## src/rtl/glm_pkg.sv

```systemverilog
// rtl/glm_pkg.sv - shared model encodings, Q16.16 constants and saturation helper for glm_modify
package glm_pkg;

    typedef enum logic [1:0] {
        LINREG = 2'd0,
        LOGREG = 2'd1,
        SVM    = 2'd2
    } t_glm_model;

    localparam logic signed [31:0] ONE  = 32'sh0001_0000;
    localparam logic signed [31:0] HALF = 32'sh0000_8000;

    function automatic logic [31:0] sat32(input logic signed [63:0] x);
        if (x > 64'sh0000_0000_7FFF_FFFF)
            return 32'h7FFF_FFFF;
        else if (x < 64'shFFFF_FFFF_8000_0000)
            return 32'h8000_0000;
        else
            return x[31:0];
    endfunction

endpackage

```

## src/rtl/glm_modify_pipe.sv

```systemverilog
// rtl/glm_modify_pipe.sv - three-stage error / scale / shift pipeline with a shared stall enable
module glm_modify_pipe
    import glm_pkg::*;
#(
    parameter int FRAC_BITS = 16
) (
    input  logic        clk,
    input  logic        resetn,
    input  logic        en,
    input  logic        in_valid,
    input  logic [31:0] dot,
    input  logic [31:0] label,
    input  logic [31:0] step,
    input  logic [1:0]  model,
    output logic        out_valid,
    output logic [31:0] out_data
);

    function automatic logic signed [63:0] sx(input logic [31:0] v);
        return $signed({{32{v[31]}}, v});
    endfunction

    logic signed [31:0] dot_s;
    logic signed [31:0] label_s;
    logic signed [31:0] sig_raw;
    logic signed [31:0] sig;
    logic signed [63:0] e_wide;
    logic               violated;

    logic               s1_valid;
    logic        [31:0] s1_e;
    logic               s2_valid;
    logic signed [63:0] s2_p;

    assign dot_s   = $signed(dot);
    assign label_s = $signed(label);

    always_comb begin
        // Hard sigmoid: 0.25*dot + 0.5, clamped into [0, 1.0]
        sig_raw = (dot_s >>> 2) + HALF;
        sig     = sig_raw;
        if (sig_raw < 0)
            sig = '0;
        else if (sig_raw > ONE)
            sig = ONE;

        violated = (label_s > 0) ? (dot_s < ONE) : (dot_s > -ONE);

        case (model)
            LOGREG:  e_wide = sx(sig) - sx(label);
            SVM:     e_wide = violated ? -sx(label) : 64'sd0;
            default: e_wide = sx(dot) - sx(label);
        endcase
    end

    always_ff @(posedge clk or negedge resetn) begin
        if (!resetn) begin
            s1_valid  <= 1'b0;
            s1_e      <= '0;
            s2_valid  <= 1'b0;
            s2_p      <= '0;
            out_valid <= 1'b0;
            out_data  <= '0;
        end else if (en) begin
            s1_valid  <= in_valid;
            s1_e      <= sat32(e_wide);
            s2_valid  <= s1_valid;
            s2_p      <= sx(s1_e) * sx(step);
            out_valid <= s2_valid;
            out_data  <= sat32(s2_p >>> FRAC_BITS);
        end
    end

endmodule

```

## src/rtl/glm_modify.sv

```systemverilog
// rtl/glm_modify.sv - pairs dot results with labels and emits step-scaled gradient scalars
module glm_modify
    import glm_pkg::*;
#(
    parameter int FRAC_BITS = 16
) (
    input  logic             clk,
    input  logic             resetn,
    input  logic             op_start,
    output logic             op_done,
    input  logic [3:0][31:0] regs,
    input  logic             dot_valid,
    input  logic [31:0]      dot_data,
    output logic             dot_ready,
    input  logic             label_valid,
    input  logic [31:0]      label_data,
    output logic             label_ready,
    output logic             grad_valid,
    output logic [31:0]      grad_data,
    input  logic             grad_ready
);

    localparam logic [1:0] S_IDLE    = 2'd0;
    localparam logic [1:0] S_PROCESS = 2'd1;
    localparam logic [1:0] S_DRAIN   = 2'd2;

    logic [1:0]  state;
    logic [15:0] num;
    logic [15:0] in_cnt;
    logic [15:0] out_cnt;
    logic [31:0] step;
    logic [1:0]  model;
    logic        pipe_en;
    logic        accept;
    logic        unused_bits;

    assign unused_bits = ^{regs[0][31:16], regs[2][31:2], regs[3]};

    // A held output freezes every stage so nothing in flight is overwritten
    assign pipe_en     = !(grad_valid && !grad_ready);
    assign accept      = (state == S_PROCESS) && (in_cnt < num) && dot_valid && label_valid && pipe_en;
    assign dot_ready   = accept;
    assign label_ready = accept;

    always_ff @(posedge clk or negedge resetn) begin
        if (!resetn) begin
            state   <= S_IDLE;
            num     <= '0;
            in_cnt  <= '0;
            out_cnt <= '0;
            step    <= '0;
            model   <= '0;
            op_done <= 1'b0;
        end else begin
            op_done <= 1'b0;
            if (accept)
                in_cnt <= in_cnt + 16'd1;
            if (grad_valid && grad_ready)
                out_cnt <= out_cnt + 16'd1;
            case (state)
                S_IDLE: begin
                    if (op_start) begin
                        num     <= regs[0][15:0];
                        step    <= regs[1];
                        model   <= regs[2][1:0];
                        in_cnt  <= '0;
                        out_cnt <= '0;
                        if (regs[0][15:0] == 16'd0)
                            op_done <= 1'b1;
                        else
                            state <= S_PROCESS;
                    end
                end
                S_PROCESS: begin
                    if (in_cnt == num)
                        state <= S_DRAIN;
                end
                S_DRAIN: begin
                    if (out_cnt == num) begin
                        op_done <= 1'b1;
                        state   <= S_IDLE;
                    end
                end
                default: state <= S_IDLE;
            endcase
        end
    end

    glm_modify_pipe #(
        .FRAC_BITS (FRAC_BITS)
    ) u_pipe (
        .clk       (clk),
        .resetn    (resetn),
        .en        (pipe_en),
        .in_valid  (accept),
        .dot       (dot_data),
        .label     (label_data),
        .step      (step),
        .model     (model),
        .out_valid (grad_valid),
        .out_data  (grad_data)
    );

endmodule

```

## config.mk

```make
export PLATFORM = sky130hd
export DESIGN_NAME = glm_modify
export DESIGN_NICKNAME = d
export VERILOG_FILES = /design/src/rtl/glm_pkg.sv /design/src/rtl/glm_modify_pipe.sv /design/src/rtl/glm_modify.sv
export SDC_FILE = /design/constraint.sdc
export NUM_CORES = 2
export LEC_CHECK = 0
export CORE_MARGIN = 2
export CORE_UTILIZATION = 55
export DETAILED_ROUTE_END_ITERATION = 16
export GPL_TIMING_DRIVEN = 0
export HOLD_SLACK_MARGIN = 0.08
export PLACE_DENSITY = 0.81
export RECOVER_POWER = 25
export SYNTH_ARGS = -nofsm -noshare
export SYNTH_HDL_FRONTEND = slang
export SYNTH_SLANG_ARGS = --single-unit
```

## constraint.sdc

```tcl
create_clock -name clk -period 7.3 [get_ports clk]
set_clock_uncertainty 0.15 [all_clocks]
set_input_delay 0.73 -clock clk [delete_from_list [all_inputs] [get_ports clk]]
set_output_delay 0.73 -clock clk [all_outputs]
set_load 0.05 [all_outputs]
```

# ---- Word level (Yosys, flattened, before mapping)
# Index checks and enable logic that the tools add are counted.
dict set report op_classes {
  n_addsub 6
  n_mul 1
  n_lt_le_gt_ge 10
  eq_ne 10
  mux 24
  reduce_logical 12
}
# cell count
set ops {}
lappend ops {{32-bit 2-to-1 mux} 6}
lappend ops {{64-bit one-hot mux with 2 select lines} 1}
lappend ops {{16-bit 2-to-1 mux} 6}
lappend ops {{32-bit by 32-bit subtractor with 33-bit output} 2}
lappend ops {{64-bit by 32-bit > comparator with 1-bit output (second input constant)} 1}
lappend ops {{64-bit by 32-bit < comparator with 1-bit output (second input constant)} 1}
lappend ops {{32-bit by 32-bit multiplier with 64-bit output} 1}
lappend ops {{64-bit 2-to-1 mux} 1}
lappend ops {{32-bit negator with 64-bit output} 1}
lappend ops {{48-bit by 32-bit > comparator with 1-bit output (second input constant)} 1}
lappend ops {{48-bit by 32-bit < comparator with 1-bit output (second input constant)} 1}
lappend ops {{16-bit by 1-bit adder with 16-bit output (second input constant)} 2}
lappend ops {{16-bit equality test} 2}
lappend ops {{32-bit by 1-bit > comparator with 1-bit output (second input constant)} 1}
lappend ops {{32-bit by 17-bit > comparator with 1-bit output (second input constant)} 1}
lappend ops {{32-bit by 18-bit > comparator with 1-bit output (second input constant)} 1}
lappend ops {{32-bit by 1-bit < comparator with 1-bit output (second input constant)} 1}
lappend ops {{32-bit by 18-bit < comparator with 1-bit output (second input constant)} 1}
lappend ops {{30-bit by 17-bit adder with 31-bit output (second input constant)} 1}
lappend ops {{16-bit zero test} 1}
lappend ops {{16-bit < comparator} 1}
lappend ops {{2-bit 2-to-1 mux} 4}
lappend ops {{1-bit logical AND} 6}
lappend ops {{2-bit != test (second input constant)} 3}
lappend ops {{10 further kinds} 16}
dict set report totals {
  reg_bits 216
  inputBits 198
  output_inout_bits 36
  wordCells 76
}

# ---- Depth between registers and ports, before layout
dict set report depth {
  word_depth 9
  depth_mapped 30
  ltp_nobuf 28
}

# ---- Hierarchy
# Synthesis repeated with hierarchy kept, for this count alone.
dict set report unflattened {
  cells_unflattened 5525
  area_unflattened_um2 49110.9
}
# module n_inst cells_each area_per_inst_um2 seq_area_each_um2
set by_module_without_submodules {}
lappend by_module_without_submodules {glm_modify_pipe 1 5064 44944.4 2877.8}
lappend by_module_without_submodules {glm_modify 1 461 4166.5 2127.0}

# ---- Worst setup path after synthesis
# OpenSTA, ideal clock, no wires.
dict set report synth_path {
  path_type {flip-flop to flip-flop}
  startpoint {register u_pipe.s1_e[31]}
  endpoint {register u_pipe.s2_p[63]}
  setup_ns 0.094
  arrival_time_ns 7.817
  setup_slack_ns -0.761
  stages_incl_launch_ff 26
  path_buffers 2
  path_cell_list {dfrtp_1 > clkbuf_1 > and2_1 > fa_1 > inv_1 > fa_1 > inv_1 > fa_1 > inv_1 > fa_1 > inv_1 > fa_1 > fa_1 > fa_1 > inv_1 > fa_1 > inv_1 > ha_1 > clkbuf_1 > nand2_1 > nor3_1 > nand3_1 > o21ba_2 > o211ai_1 > mux2i_1 > a211oi_1}
}
dict set report synth_via {
  elab_chain_cells 1
}
# item line
set synth_lines {}
lappend synth_lines {{from (decl)} glm_modify_pipe.sv:31} ;# logic [31:0] s1_e;
lappend synth_lines {{from (signal assigned)} glm_modify_pipe.sv:66} ;# s1_e <= sat32(e_wide);
lappend synth_lines {{32-bit by 32-bit multiplier with 64-bit output} glm_modify_pipe.sv:68} ;# s2_p <= sx(s1_e) * sx(step);
lappend synth_lines {{to (signal assigned)} glm_modify_pipe.sv:68}
lappend synth_lines {{to (decl)} glm_modify_pipe.sv:33} ;# logic signed [63:0] s2_p;
# Every way passes these cells.
# A chain may end at the register's enable or synchronous reset.

# ---- Worst setup path after layout
dict set report layout_path {
  startpoint {register u_pipe.s1_e[31]}
  endpoint {register u_pipe.s2_p[60]}
}
# Same word-level chain as after synthesis.

==> summary.md <==
| Metric | Value |
|---|---|
| Status | complete, but fails checks |
| Failing checks | capacitance limit, slew limit, setup timing |
| First-pass GRT wire length | 287400 um |
| CP required | 7.60 ns |
| Max Transition Viols Final | 203 |
| Port bufs | 154 |
| Post-synth top cells | 1215 x inv_1, 1083 x fa_1, 1052 x nand2_1, 288 x and2_1, 279 x clkbuf_1 |
| Warning count from the yosys run | 0 |
| Critical Path Start Type | flop |
| Die W | 305.6 um |
| Skew-Pair Late Insertion Delay | 0.53 ns |
| CTS Buffer Depth | 2 |
| Cts hold-fix bufs | 0 |
| Area Overhead vs Synth | 15.15% |
| ANT nets after route | 0 |
| Fraction of registers with async set/reset | 100.0% |
| Number of synthesized register bits | 200 |
| Number of synthesized flops with an enable pin | 0 |
| Synthesized area | 0.05004 mm2 |
| Ys flop type | dfrtp_1 |
| Synth top area cells | fa_1 43%, dfrtp_1 10%, inv_1 9.1% |
| Synth unique cells | 92 |
| CTS tree | built |
| Average cell area after synthesis | 8.726 um2 |
| Post-route setup slack | -1.232 ns |
| Detailed Place HPWL | 157000 um |
| Worst-Margin Slew | 5.508 ns |
| Vias in the first global route | 44840 |
| Layout Nets | 7620 |
| DIE AREA | 0.09342 mm2 |
| Iteration-0 DRC Markers | 4470 |
| Synth area leader | fa_1 |
| Count leader, synth | inv_1 |
| Vias/cell | 5.966 |
| Initial core utilization | 55.51% |
| Synth top area share | 43.32% |
| Critical Path End Type | flop |
| Final hold slack | 0.3399 ns |
| Arrival @ worst endpoint | 8.84 ns |
| Count of final setup violators | 41 |
| Largest net degree at the start of global routing | 116 |
| Critical path class | reg2reg |
| Crit-path max FO | 7 |
| Max_cap viols | 2 |
| Core ar. | 0.09015 mm2 |
| Standard-cell rows | 110 |
| Final wirelength | 193400 um |
| Hold crit path type | reg2reg |
| Final GP Congestion | 1.076 |
| Cells after synthesis | 5735 |
| Min Clock Period, post-route | 8.532 ns |
| Router iterations before antenna repair | 7 |
| CTS root buf | clkbuf_16 |
| Clk pin slew, worst setup/hold paths | 0.09 ns |
| H-tree depth | 4 |
| Num ports | 234 |
| Period utilization | 116.9% |
| Routed via count | 43370 |
| Antenna violations before repair | 7 |
| Final hold vios | 0 |
| TritonCTS buffer count | 17 |
| Die Height | 305.6 um |
| Sequential cell area fraction in the yosys report | 10.00% |
| RSZ-0062 raised after global routing | true |
| Clock Sinks | 200 |
| GRT Overall Usage | 42.34% |
| Slew Limit Headroom | -267.2% |
| Drt drc | 0 |
| Gr ovfl total | 0 |
| DR WL/cell | 26.60 um |
| Layout cell share with drive strength beyond 1 | 11.68% |
| Max Fclk | 117.2 MHz |
## path summary, 6_finish.rpt
check / from / to / slack (ns) / cells past startpoint
worst max-delay path: u_pipe.s1_e[31] / u_pipe.s2_p[60] / -1.23 / 25
worst min-delay path: u_pipe.s2_p[20] / u_pipe.s2_p[20] / 0.34 / 2
worst max register to register: u_pipe.s1_e[31] / u_pipe.s2_p[60] / -1.23 / 25
worst min register to register: u_pipe.s2_p[20] / u_pipe.s2_p[20] / 0.34 / 2
max in group asynchronous: resetn / u_pipe.s1_e[5] / 0.60 / 2
min in group asynchronous: resetn / step[19] / 2.03 / 1
## worst max-delay path, stage by stage (launching register included)
cell,delay (ns)
dfrtp_2,0.47
clkbuf_16,0.19
and2_4,0.16
fa_1,0.59
fa_2,0.48
fa_2,0.69
inv_6,0.09
buf_4,0.15
fa_1,0.48
inv_1,0.05
fa_1,0.50
inv_1,0.06
fa_1,0.53
inv_1,0.05
fa_1,0.56
inv_1,0.09
fa_1,0.51
inv_1,0.06
ha_2,0.41
nand3_4,0.13
or4_4,0.61
or4_4,0.52
a21boi_4,0.32
o211ai_4,0.15
a2111o_1,0.39
nand3_1,0.07
## layer usage
metal  track usage, %  up-vias  share of wire (%)  routed length [um]
li1                 -    18140                  -                   -
met1            54.89    21740                 37               70820
met2            62.77     2795                 43               82480
met3            11.65      694                 12               23390
met4            27.37        2                8.6               16670
met5                0        -             0.0052                  10
## registers in the layout, summed over array words and instances (netlist names)
signal / flops
u_pipe.s2_p: 48
u_pipe.out_data: 32
u_pipe.out_valid: 1
step: 32
model: 2
state: 2
u_pipe.s1_e: 32
u_pipe.s2_valid: 1
out_cnt: 16
op_done: 1
num: 16
u_pipe.s1_valid: 1
in_cnt: 16
## layout by cell type, fill, tap and decap left out, types with 61 or more instances in the layout
master / instances
nand2_1: 1028
clkbuf_1: 90
o21ai_0: 85
fa_1: 1028
nand3_1: 61
and2_1: 283
xnor2_1: 83
clkdlybuf4s50_1: 153
a21o_1: 65
ha_1: 238
a21oi_1: 180
inv_1: 1173
dfrtp_1: 146
nor2_1: 179
buf_4: 139
## cells by family after synthesis
group | share of synthesized area, %
and+or+nand+nor | 17.00
buffers and inverters | 11.37
adders and majority gates | 50.00
AOI/OAI and AO/OA | 8.693
DFF | 10.00
xor gates and xnor gates | 2.538
muxes | 0.3900
other | 0.007494
## cell type report
class	count	area [um2]
flip-flops and latches	200	5090
inverters	1216	4577
multi-input cells	4036	40450
fillers	7638	32520
well taps	1176	1471
repair inverters	1	3.754
plain buffers	287	2416
diodes	8	20.02
clock buffers	17	425.4
clock inverters	15	193.9
repair buffers	313	2977
## metrics by stage
stage               std cells  cell area (um2)  setup TNS, ns  utilization (%)  worst slack, ns
global route             7262            57610         -46.07            63.90           -1.399
CTS                      7208            56550         -29.88            62.73           -1.118
floorplan                5747            50350         -3.411                -          -0.3680
global placement         7077            53370        -864.02            59.20           -3.852
finish                   7269            57630         -32.96            63.92           -1.232
detailed placement       7079            53420         -77.27            59.26           -2.395
## what timing repair did
action	4_1_cts	5_1_grt
buffers inserted	97	66
cloned	1	0
gates resized for setup	551	238
endpoints found under the setup margin	48	47
pin swaps	101	97
Power is left out: the tool's default activity adds up to more than one toggle a clock period on the data nets, which glitch-free logic cannot reach.
